[src/rtl/mem_sweep_pkg.sv]
// Shared types and constants for the memory sweep reader.
package mem_sweep_pkg;

    typedef enum logic [1:0] {
        IDLE  = 2'd0,
        SWEEP = 2'd1,
        DRAIN = 2'd2,
        DONE  = 2'd3
    } state_e;

    localparam int CHK_W = 32;
    localparam int ERR_W = 16;

    // Checksum accumulation wraps modulo 2^CHK_W.
    function automatic logic [CHK_W-1:0] chk_add(input logic [CHK_W-1:0] acc,
                                                 input logic [CHK_W-1:0] word);
        return acc + word;
    endfunction

endpackage

[src/rtl/mem_sweep_reader_if.sv]
// Output word stream of the sweep reader: valid/ready with address and last tag.
interface mem_sweep_reader_if #(
    parameter int WID_MEM = 18,
    parameter int ADDR_W  = 12
);
    logic               m_valid;
    logic               m_ready;
    logic [WID_MEM-1:0] m_data;
    logic [ADDR_W-1:0]  m_addr;
    logic               m_last;

    modport master (output m_valid, m_data, m_addr, m_last, input m_ready);
    modport slave  (input m_valid, m_data, m_addr, m_last, output m_ready);
endinterface

[src/rtl/mem_sweep_skid.sv]
// Two-entry FIFO holding captured {addr, data, last} words; head is shown combinationally.
module mem_sweep_skid #(
    parameter int W = 31
) (
    input  logic         clk,
    input  logic         reset,
    input  logic         push,
    input  logic         pop,
    input  logic [W-1:0] din,
    output logic [W-1:0] head,
    output logic [1:0]   count
);

    logic [W-1:0] ent_r [2];
    logic         wr_ptr_r;
    logic         rd_ptr_r;
    logic [1:0]   count_r;
    logic         pop_ok_s;
    logic         push_ok_s;

    // A push into a full FIFO is only taken when the head leaves in the same cycle.
    assign pop_ok_s  = pop & (count_r != 2'd0);
    assign push_ok_s = push & ((count_r != 2'd2) | pop_ok_s);
    assign head      = ent_r[rd_ptr_r];
    assign count     = count_r;

    // Storage, pointers and occupancy.
    always_ff @(posedge clk) begin
        if (!reset) begin
            ent_r[0] <= '0;
            ent_r[1] <= '0;
            wr_ptr_r <= 1'b0;
            rd_ptr_r <= 1'b0;
            count_r  <= 2'd0;
        end else begin
            if (push_ok_s) begin
                ent_r[wr_ptr_r] <= din;
                wr_ptr_r        <= ~wr_ptr_r;
            end
            if (pop_ok_s) begin
                rd_ptr_r <= ~rd_ptr_r;
            end
            case ({push_ok_s, pop_ok_s})
                2'b10:   count_r <= count_r + 2'd1;
                2'b01:   count_r <= count_r - 2'd1;
                default: count_r <= count_r;
            endcase
        end
    end

endmodule

[src/rtl/mem_sweep_reader.sv]
// Sweeps a 1-cycle-latency block RAM from address 0 to DEPTH_MEM-1 and streams each word
// with a running checksum. Optional compare port block: MEM_SWEEP_CMP_EN.
module mem_sweep_reader
    import mem_sweep_pkg::*;
#(
    parameter int WID_MEM   = 18,
    parameter int DEPTH_MEM = 4096,
    parameter int ADDR_W    = 12
) (
    input  logic                clk,
    input  logic                reset,
    input  logic                start,
    output logic                busy,
    output logic                done,
    output logic [ADDR_W-1:0]   mem_raddr,
    input  logic [WID_MEM-1:0]  mem_dout,
    mem_sweep_reader_if.master  m_if,
    output logic [CHK_W-1:0]    checksum
`ifdef MEM_SWEEP_CMP_EN
    ,
    input  logic [WID_MEM-1:0]  exp_data,
    output logic [ERR_W-1:0]    err_count,
    output logic [ADDR_W-1:0]   err_first_addr
`endif
);

    localparam int ENT_W = ADDR_W + WID_MEM + 1;
    localparam logic [ADDR_W-1:0] LAST_ADDR = ADDR_W'(DEPTH_MEM - 1);

    state_e              state_r;
    state_e              state_nx_s;
    logic [ADDR_W-1:0]   next_addr_r;
    logic [ADDR_W-1:0]   last_addr_r;
    logic                inflight_r;
    logic [ADDR_W-1:0]   inflight_addr_r;
    logic                busy_r;
    logic                done_r;
    logic [CHK_W-1:0]    checksum_r;
    logic                issue_s;
    logic                start_acc_s;
    logic                pop_s;
    logic [2:0]          occ_s;
    logic [1:0]          count_s;
    logic [ENT_W-1:0]    head_s;

    mem_sweep_skid #(.W(ENT_W)) u_skid (
        .clk   (clk),
        .reset (reset),
        .push  (inflight_r),
        .pop   (pop_s),
        .din   ({inflight_addr_r, mem_dout, (inflight_addr_r == LAST_ADDR)}),
        .head  (head_s),
        .count (count_s)
    );

    assign m_if.m_valid = (count_s != 2'd0);
    assign m_if.m_addr  = head_s[ENT_W-1 -: ADDR_W];
    assign m_if.m_data  = head_s[WID_MEM:1];
    assign m_if.m_last  = head_s[0];
    assign pop_s        = m_if.m_valid & m_if.m_ready;

    // Words already committed to the FIFO once this cycle's pop is accounted for.
    assign occ_s = {2'b00, inflight_r} + {1'b0, count_s} - {2'b00, pop_s};

    // The address is shown only while a read is issued; otherwise the last issued one is held.
    assign mem_raddr = issue_s ? next_addr_r : last_addr_r;
    assign busy      = busy_r;
    assign done      = done_r;
    assign checksum  = checksum_r;

    // Next-state and read-issue decision.
    always_comb begin
        state_nx_s  = state_r;
        issue_s     = 1'b0;
        start_acc_s = 1'b0;
        case (state_r)
            IDLE: begin
                if (start) begin
                    state_nx_s  = SWEEP;
                    start_acc_s = 1'b1;
                end else begin
                    state_nx_s = IDLE;
                end
            end
            SWEEP: begin
                if (occ_s <= 3'd1) begin
                    issue_s = 1'b1;
                    if (next_addr_r == LAST_ADDR) begin
                        state_nx_s = DRAIN;
                    end else begin
                        state_nx_s = SWEEP;
                    end
                end else begin
                    state_nx_s = SWEEP;
                end
            end
            DRAIN: begin
                if (occ_s == 3'd0) begin
                    state_nx_s = DONE;
                end else begin
                    state_nx_s = DRAIN;
                end
            end
            DONE:    state_nx_s = IDLE;
            default: state_nx_s = IDLE;
        endcase
    end

    // State, issue counter, in-flight tracking, status flags and checksum.
    always_ff @(posedge clk) begin
        if (!reset) begin
            state_r         <= IDLE;
            next_addr_r     <= '0;
            last_addr_r     <= '0;
            inflight_r      <= 1'b0;
            inflight_addr_r <= '0;
            busy_r          <= 1'b0;
            done_r          <= 1'b0;
            checksum_r      <= '0;
        end else begin
            state_r    <= state_nx_s;
            busy_r     <= (state_nx_s == SWEEP) || (state_nx_s == DRAIN);
            done_r     <= (state_nx_s == DONE);
            inflight_r <= issue_s;
            if (issue_s) begin
                last_addr_r     <= next_addr_r;
                inflight_addr_r <= next_addr_r;
                if (next_addr_r != LAST_ADDR) begin
                    next_addr_r <= next_addr_r + {{(ADDR_W-1){1'b0}}, 1'b1};
                end
            end else if (start_acc_s) begin
                next_addr_r <= '0;
            end
            if (start_acc_s) begin
                checksum_r <= '0;
            end else if (pop_s) begin
                checksum_r <= chk_add(checksum_r, CHK_W'(m_if.m_data));
            end
        end
    end

`ifdef MEM_SWEEP_CMP_EN
    logic [ERR_W-1:0]  err_count_r;
    logic [ADDR_W-1:0] err_first_addr_r;

    assign err_count      = err_count_r;
    assign err_first_addr = err_first_addr_r;

    // Mismatch counter (saturating) and first mismatching address.
    always_ff @(posedge clk) begin
        if (!reset) begin
            err_count_r      <= '0;
            err_first_addr_r <= '0;
        end else if (start_acc_s) begin
            err_count_r      <= '0;
            err_first_addr_r <= '0;
        end else if (pop_s && (exp_data != m_if.m_data)) begin
            if (err_count_r != {ERR_W{1'b1}}) begin
                err_count_r <= err_count_r + {{(ERR_W-1){1'b0}}, 1'b1};
            end
            if (err_count_r == {ERR_W{1'b0}}) begin
                err_first_addr_r <= m_if.m_addr;
            end
        end
    end
`endif

endmodule
[src/flat_wrapper.sv]
// flat-port wrapper written by rule: the top's interface ports become plain ports
module mem_sweep_reader_flat import mem_sweep_pkg::*;
#(
    parameter int WID_MEM   = 18,
    parameter int DEPTH_MEM = 4096,
    parameter int ADDR_W    = 12
)
  (clk, reset, start, busy, done, mem_raddr, mem_dout, checksum, m_if_m_valid, m_if_m_data, m_if_m_addr, m_if_m_last, m_if_m_ready);
  mem_sweep_reader_if #(.WID_MEM(WID_MEM), .ADDR_W(ADDR_W)) m_if_i ();
  input  logic clk;
  input  logic reset;
  input  logic start;
  output logic busy;
  output logic done;
  output logic [ADDR_W-1:0] mem_raddr;
  input  logic [WID_MEM-1:0] mem_dout;
  output logic [CHK_W-1:0] checksum;
  output wire logic [$bits(m_if_i.m_valid)-1:0] m_if_m_valid;
  output wire logic [$bits(m_if_i.m_data)-1:0] m_if_m_data;
  output wire logic [$bits(m_if_i.m_addr)-1:0] m_if_m_addr;
  output wire logic [$bits(m_if_i.m_last)-1:0] m_if_m_last;
  input wire logic [$bits(m_if_i.m_ready)-1:0] m_if_m_ready;
  assign m_if_m_valid = m_if_i.m_valid;
  assign m_if_m_data = m_if_i.m_data;
  assign m_if_m_addr = m_if_i.m_addr;
  assign m_if_m_last = m_if_i.m_last;
  assign m_if_i.m_ready = m_if_m_ready;
  mem_sweep_reader #(.WID_MEM(WID_MEM), .DEPTH_MEM(DEPTH_MEM), .ADDR_W(ADDR_W)) u_core (.clk(clk), .reset(reset), .start(start), .busy(busy), .done(done), .mem_raddr(mem_raddr), .mem_dout(mem_dout), .m_if(m_if_i), .checksum(checksum));
endmodule
[config.mk]
export PLATFORM = sky130hd
export DESIGN_NAME = mem_sweep_reader_flat
export DESIGN_NICKNAME = d
export VERILOG_FILES = /design/src/rtl/mem_sweep_pkg.sv /design/src/rtl/mem_sweep_reader_if.sv /design/src/rtl/mem_sweep_skid.sv /design/src/rtl/mem_sweep_reader.sv /design/src/flat_wrapper.sv
export SDC_FILE = /design/constraint.sdc
export NUM_CORES = 1
export LEC_CHECK = 0
export ABC_AREA = 1
export CAP_MARGIN = 25
export CORE_UTILIZATION = 50
export DETAILED_ROUTE_END_ITERATION = 10
export GPL_ROUTABILITY_DRIVEN = 0
export PLACE_DENSITY = 0.73
export SLEW_MARGIN = 40
export SYNTH_ARGS = -nofsm -noshare
export SYNTH_HDL_FRONTEND = slang
export SYNTH_SLANG_ARGS = --single-unit
[constraint.sdc]
create_clock -name clk -period 5.8 [get_ports clk]
set_input_delay 1.74 -clock clk [delete_from_list [all_inputs] [get_ports clk]]
set_output_delay 1.74 -clock clk [all_outputs]
set_load 0.02 [all_outputs]
### Word level (Yosys, flattened, before mapping)

Memory sizes are Yosys's and may differ from the RTL's. A register that Yosys moved wholly into a read port is not among the register bits.
Cells that the tools add are included.

* bitwise operators: 7
* magnitude comparators: 1
* mux-type cells: 23
* $add $sub $neg: 6
* equality and inequality tests: 13
* reduce and logical (&&, ||, !) cells: 9

Operators with widths (number)
* $mux W12: 4
* $add A32 B18 Y32: 1
* $mux W31: 1
* $reduce_or A31 Y1: 1
* $eq A12 B12 Y1 const B: 2
* $mux W1: 14
* $add A12 B1 Y12 const B: 1
* $ne A12 B12 Y1 const B: 1
* $eq A2 B2 Y1 const B: 5
* $pmux W2 S4: 1
* $eq A2 B1 Y1 const B: 3
* $reduce_bool A2 Y1: 3
* $mux W2: 2
* $ne A2 B2 Y1 const B: 2
* $pmux W2 S2: 1
* $add A1 B2 Y3: 1
* $and A1 B1 Y1: 3
* $le A3 B1 Y1 const B: 1
* $logic_not A3 Y1: 1
* $not A1 Y1: 3
* $sub A3 B1 Y3: 1
* $add A2 B1 Y2 const B: 1
* $logic_not A2 Y1: 1
* $reduce_and A2 Y1: 1
* 4 further kinds: 4

* flip-flop bits (word level): 77
* memories kept: 1
* bits in writable memories: 62
* word-level logic and storage cells: 71
* output and inout port bits: 78
* input port bits: 22

Memory list
* u_core.u_skid.ent_r: depth 2, width 31, read ports 1, clocked after Yosys merged registers in 1, wr ports 2, line mem_sweep_skid.sv:14 `logic [W-1:0] ent_r [2];`

### Logic depth before layout (Yosys ltp)

* word-level depth: 10
* mapped depth: 19
* mapped depth without buffers: 17

### Modules after synthesis

Synthesis repeated with hierarchy kept, for this count alone.

* cell total of the unflattened synthesis: 976
* area total of the unflattened synthesis: 7629.8 um^2

Modules (own cells, without submodules)
* mem_sweep_reader: cells each 743, area an instance 4610.7 um^2, seq. area each 1461.4 um^2, instances 1
* mem_sweep_skid: cells each 233, area an instance 3019.1 um^2, seq. area each 1961.9 um^2, instances 1

### Worst setup path before layout

Ideal clock, no wire load.

* path kind: input -> output
* start: in m_if_m_ready
* end: out mem_raddr[0]
* stages on the path: 13
* arrival: 4043 ps
* path buffers: 4
* required time: 4060 ps
* path slack: 17 ps
* cells stage by stage: nand2_2 > inv_2 > buf_2 > buf_2 > ha_1 > inv_1 > ha_1 > inv_1 > fa_1 > nand4_1 > buf_4 > buf_2 > a21oi_1

* longest elaborated chain between the ends: 6

RTL lines
* start, declared: line flat_wrapper.sv:22 `input wire logic [$bits(m_if_i.m_ready)-1:0] m_if_m_ready;`
* $and A1 B1 Y1: line mem_sweep_reader.sv:60 `assign pop_s = m_if.m_valid & m_if.m_ready;`
* via u_core.pop_s: line mem_sweep_reader.sv:41 `logic pop_s;`
* $sub A3 B1 Y3: line mem_sweep_reader.sv:63 `assign occ_s = {2'b00, inflight_r} + {1'b0, count_s} - {2'b00, pop_s};`
* $le A3 B1 Y1: line mem_sweep_reader.sv:86 `if (occ_s <= 3'd1) begin`
* $mux W1: line mem_sweep_reader.sv:86
* $mux W1: line mem_sweep_reader.sv:76 `case (state_r)`
* $mux W12
* end, declared: line flat_wrapper.sv:15 `output logic [ADDR_W-1:0] mem_raddr;`

The timed path passes the listed nets, and every way through them passes these cells.

### Final worst setup path

* start: in m_if_m_ready
* end: out mem_raddr[5]

* longest elaborated chain between the ends: 6

RTL lines (line)
* $and A1 B1 Y1: mem_sweep_reader.sv:60
* $sub A3 B1 Y3: mem_sweep_reader.sv:63
* $le A3 B1 Y1: mem_sweep_reader.sv:86
* $mux W1: mem_sweep_reader.sv:86
* $mux W1: mem_sweep_reader.sv:76
* $mux W12

Every way passes these cells.

==> impl_metrics.py <==
metrics = {
    "outcome": {
        "status": "completed",
    },
    "critical_path": {
        "critPathRequiredTime_ps": 4060,
        "r2r-end": "u_core.next_addr_r[11]",
        "setup.worst_path.start_class": "input pin",
        "arrival_ps": 3890,
        "reg2reg_depth": 19,
        "r2r_slack_ps": 2740,
        "worstSetupPathType": "in2out",
        "end_kind": "output port",
        "r2r-start": "u_core.u_skid.count[0]",
        "crit_fanout": 6,
        "startpoint": "m_if_m_ready",
    },
    "yosys": {
        "synth.area.top_cells": "edfxtp_1 25%, dfxtp_1 21%, nand2_1 11%",
        "yosysUniqueCellTypes": 40,
        "synth_top_cells_by_count": "214 x nand2_1, 174 x nor2_1, 126 x inv_1, 78 x dfxtp_1, 64 x a21oi_1",
        "netlist.area_leader.share": 0.252,
        "synth_top_flop_cell": "dfxtp_1",
        "avgSynthCellArea_um2": 7.77,
        "syn_area_um2": 7380,
        "yosys_register_bits": 140,
        "synth_nets": 998,
        "yosysSeqAreaShare": 0.464,
        "synth_top_area_cell": "edfxtp_1",
        "synth_most_common_cell": "nand2_1",
        "syn_inst": 951,
        "async_flop_share": 0,
        "synth_edf_count": 62,
        "yosysWarnings": 0,
    },
    "hold_path": {
        "hold_path_depth": 1,
        "hold_start": "u_core.u_skid.rd_ptr_r",
        "hp-class": "reg2reg",
    },
    "place": {
        "dp_hpwl_mm": 12.5,
        "portBuffers": 99,
    },
    "die": {
        "dieArea_um2": 15300,
        "num_rows": 44,
        "coreArea_um2": 14500,
        "start_util": 0.510,
        "die_w_um": 124,
        "pin_count": 100,
        "fp.dieH_um": 124,
    },
    "power": {
        "seq_power_share": 0.406,
        "leakagePower_nw": 4.05,
        "power_density_nw_per_um2": 299,
        "power_w": 0.00275,
        "combPwrFrac": 0.208,
        "power_switching_w": 0.000810,
        "clockPowerShare": 0.386,
        "p_int_w": 0.00194,
        "ir_worst_vdd_uv": 210,
        "swShare": 0.295,
    },
    "global_route": {
        "grt_max_degree": 52,
        "grt_pass1_vias": 5772,
        "antenna_found_initial": 0,
        "grt_pass1_wl_mm": 27.7,
        "grt_overflow_total": 0,
        "grt_use_total": 0.240,
    },
    "final_layout": {
        "nFillCells": 1292,
        "fin_util": 0.636,
        "finalNetCount": 1117,
        "drive_above_1_share": 0.118,
        "syn2layout_area_growth_pct": 24.6,
        "num_antenna_cells": 0,
    },
    "job": {
        "maxCapViolations": 0,
    },
    "routing": {
        "drt-pass1-iter-count": 5,
        "drtIter0Drc": 453,
        "ant_nets": 0,
        "wl_mm": 17.5,
        "viasPerCell": 5.09,
        "routedWlPerCell_um": 13.8,
        "vias": 6453,
        "drc": 0,
    },
    "timing": {
        "worst_pin_slew_ps": 703,
        "fin_crit_sh": 0.972,
        "rsz0062_at_grt": "false",
        "setup_viol": 0,
        "fmax_mhz": 177,
        "slew_viol_final": 0,
        "max_slew_margin": 0.530,
        "fin_skew_ps": 6.21,
        "hold_ws_ps": 452,
        "finalHoldViolCount": 0,
        "finalCriticalPeriod_ps": 5630,
    },
    "clock_network": {
        "cts_tree": "yes",
        "cts.sinks": 140,
        "cts_made_buffers": 17,
        "insertion_delay_ps": 410,
        "ctsHoldBuffers": 0,
        "htreeDepth": 4,
        "cts_root_buf": "clkbuf_16",
        "path_clk_slew_ps": 60,
        "clock_path_buffers": 2,
    },
}
-- power by group through the flow --
stage,clock [W],sequential (W),combinational [W]
finish,0.00106,0.00112,0.000571
global placement,0,0.00114,0.000562
floorplan,0,0.00113,0.000363
CTS,0.00107,0.00112,0.000572
global route,0.00112,0.00112,0.000625
detailed placement,0,0.00114,0.000567
-- cell type report --
class / instances / area (um^2) / area share
Clock buffer: 18 / 450 / 0.0489
Clock inverter: 14 / 129 / 0.0140
Inverter: 133 / 502 / 0.0545
Multi-Input combinational cell: 650 / 3300 / 0.359
Sequential cell: 140 / 3420 / 0.372
Tap cell: 184 / 230 / 0.0250
Timing Repair Buffer: 128 / 1170 / 0.127
-- worst max path at each step --
stage,to,slack (ps),cells past startpoint
2_1_floorplan,mem_raddr[0],20,13
3_3_place_gp,mem_raddr[3],-490,15
3_5_place_dp,mem_raddr[1],-520,15
4_1_cts,mem_raddr[5],160,15
5_1_grt,mem_raddr[2],4,15
6_report,mem_raddr[5],170,15
-- worst max-delay path, cell delays in order --
cell and delay [ps]:
dlygate4sd2_1 260, nand2_2 80, inv_2 40, ha_1 270
inv_1 60, ha_1 130, inv_1 40, fa_1 370
or2_1 250, nand4_1 90, buf_6 150, buf_4 130
nand2_1 60, nand2_1 70, buf_2 150
-- metrics by stage --
step | cells | setup slack, ps | instance area, um^2 | setup TNS [ps]
after global routing | 1267 | 4.29 | 9200 | 0
after global placement | 1234 | -492 | 8670 | -5710
final | 1267 | 165 | 9200 | 0
after CTS | 1267 | 158 | 9200 | 0
after detailed placement | 1234 | -523 | 8670 | -6020
after floorplan | 951 | 17.3 | 7380 | 0
-- registers in the layout (all words and copies together), names as in the netlist, named ones only --
register	cells
u_core.checksum	32
u_core.inflight_r	1
u_core.last_addr_r	12
u_core.u_skid.count	2
u_core.u_skid.rd_ptr_r	1
u_core.next_addr_r	12
u_core.busy	1
u_core.done	1
u_core.state_r	2
u_core.inflight_addr_r	12
u_core.u_skid.ent_r	62
u_core.u_skid.wr_ptr_r	1
-- timing repair --
| action | in CTS | in global routing |
|---|---|---|
| endpoints found under the setup margin | 12 | 0 |
| gates resized for setup | 52 | 0 |
| buffers inserted | 1 | 0 |
-- logic make-up after synthesis --
kind of cell	share of synthesized area
buf+inv	0.0893
xor+xnor	0.0107
flops	0.464
simple gates	0.271
fa+ha+maj	0.0444
compound gates	0.0749
mux	0.0457
-- layout by cell type (no fill, tap or decap), types with 6 or more instances in the layout --
| cell type | count |
|---|---|
| a21oi_1 | 64 |
| o21ai_0 | 23 |
| mux2_2 | 30 |
| inv_1 | 125 |
| nand3_1 | 55 |
| nor2_1 | 174 |
| nor3_1 | 14 |
| buf_4 | 28 |
| o21bai_1 | 6 |
| nand2_1 | 214 |
| dfxtp_1 | 77 |
| clkbuf_16 | 18 |
| ha_1 | 23 |
| buf_2 | 11 |
| clkdlybuf4s50_1 | 86 |
| inv_2 | 7 |
| xor2_1 | 8 |
| edfxtp_1 | 62 |
-- metal layers --
metal | vias to the layer above | share of wire | global-route usage | wire, um
met1 | 2940 | 0.43 | 0.295 | 7560
li1 | 3290 | - | - | -
met2 | 187 | 0.49 | 0.404 | 8490
met5 | - | 0 | 0 | 0
met4 | 0 | 0.027 | 0.0926 | 477
met3 | 36 | 0.054 | 0.0577 | 947
Note: power is estimated with default switching activity, not from simulation.
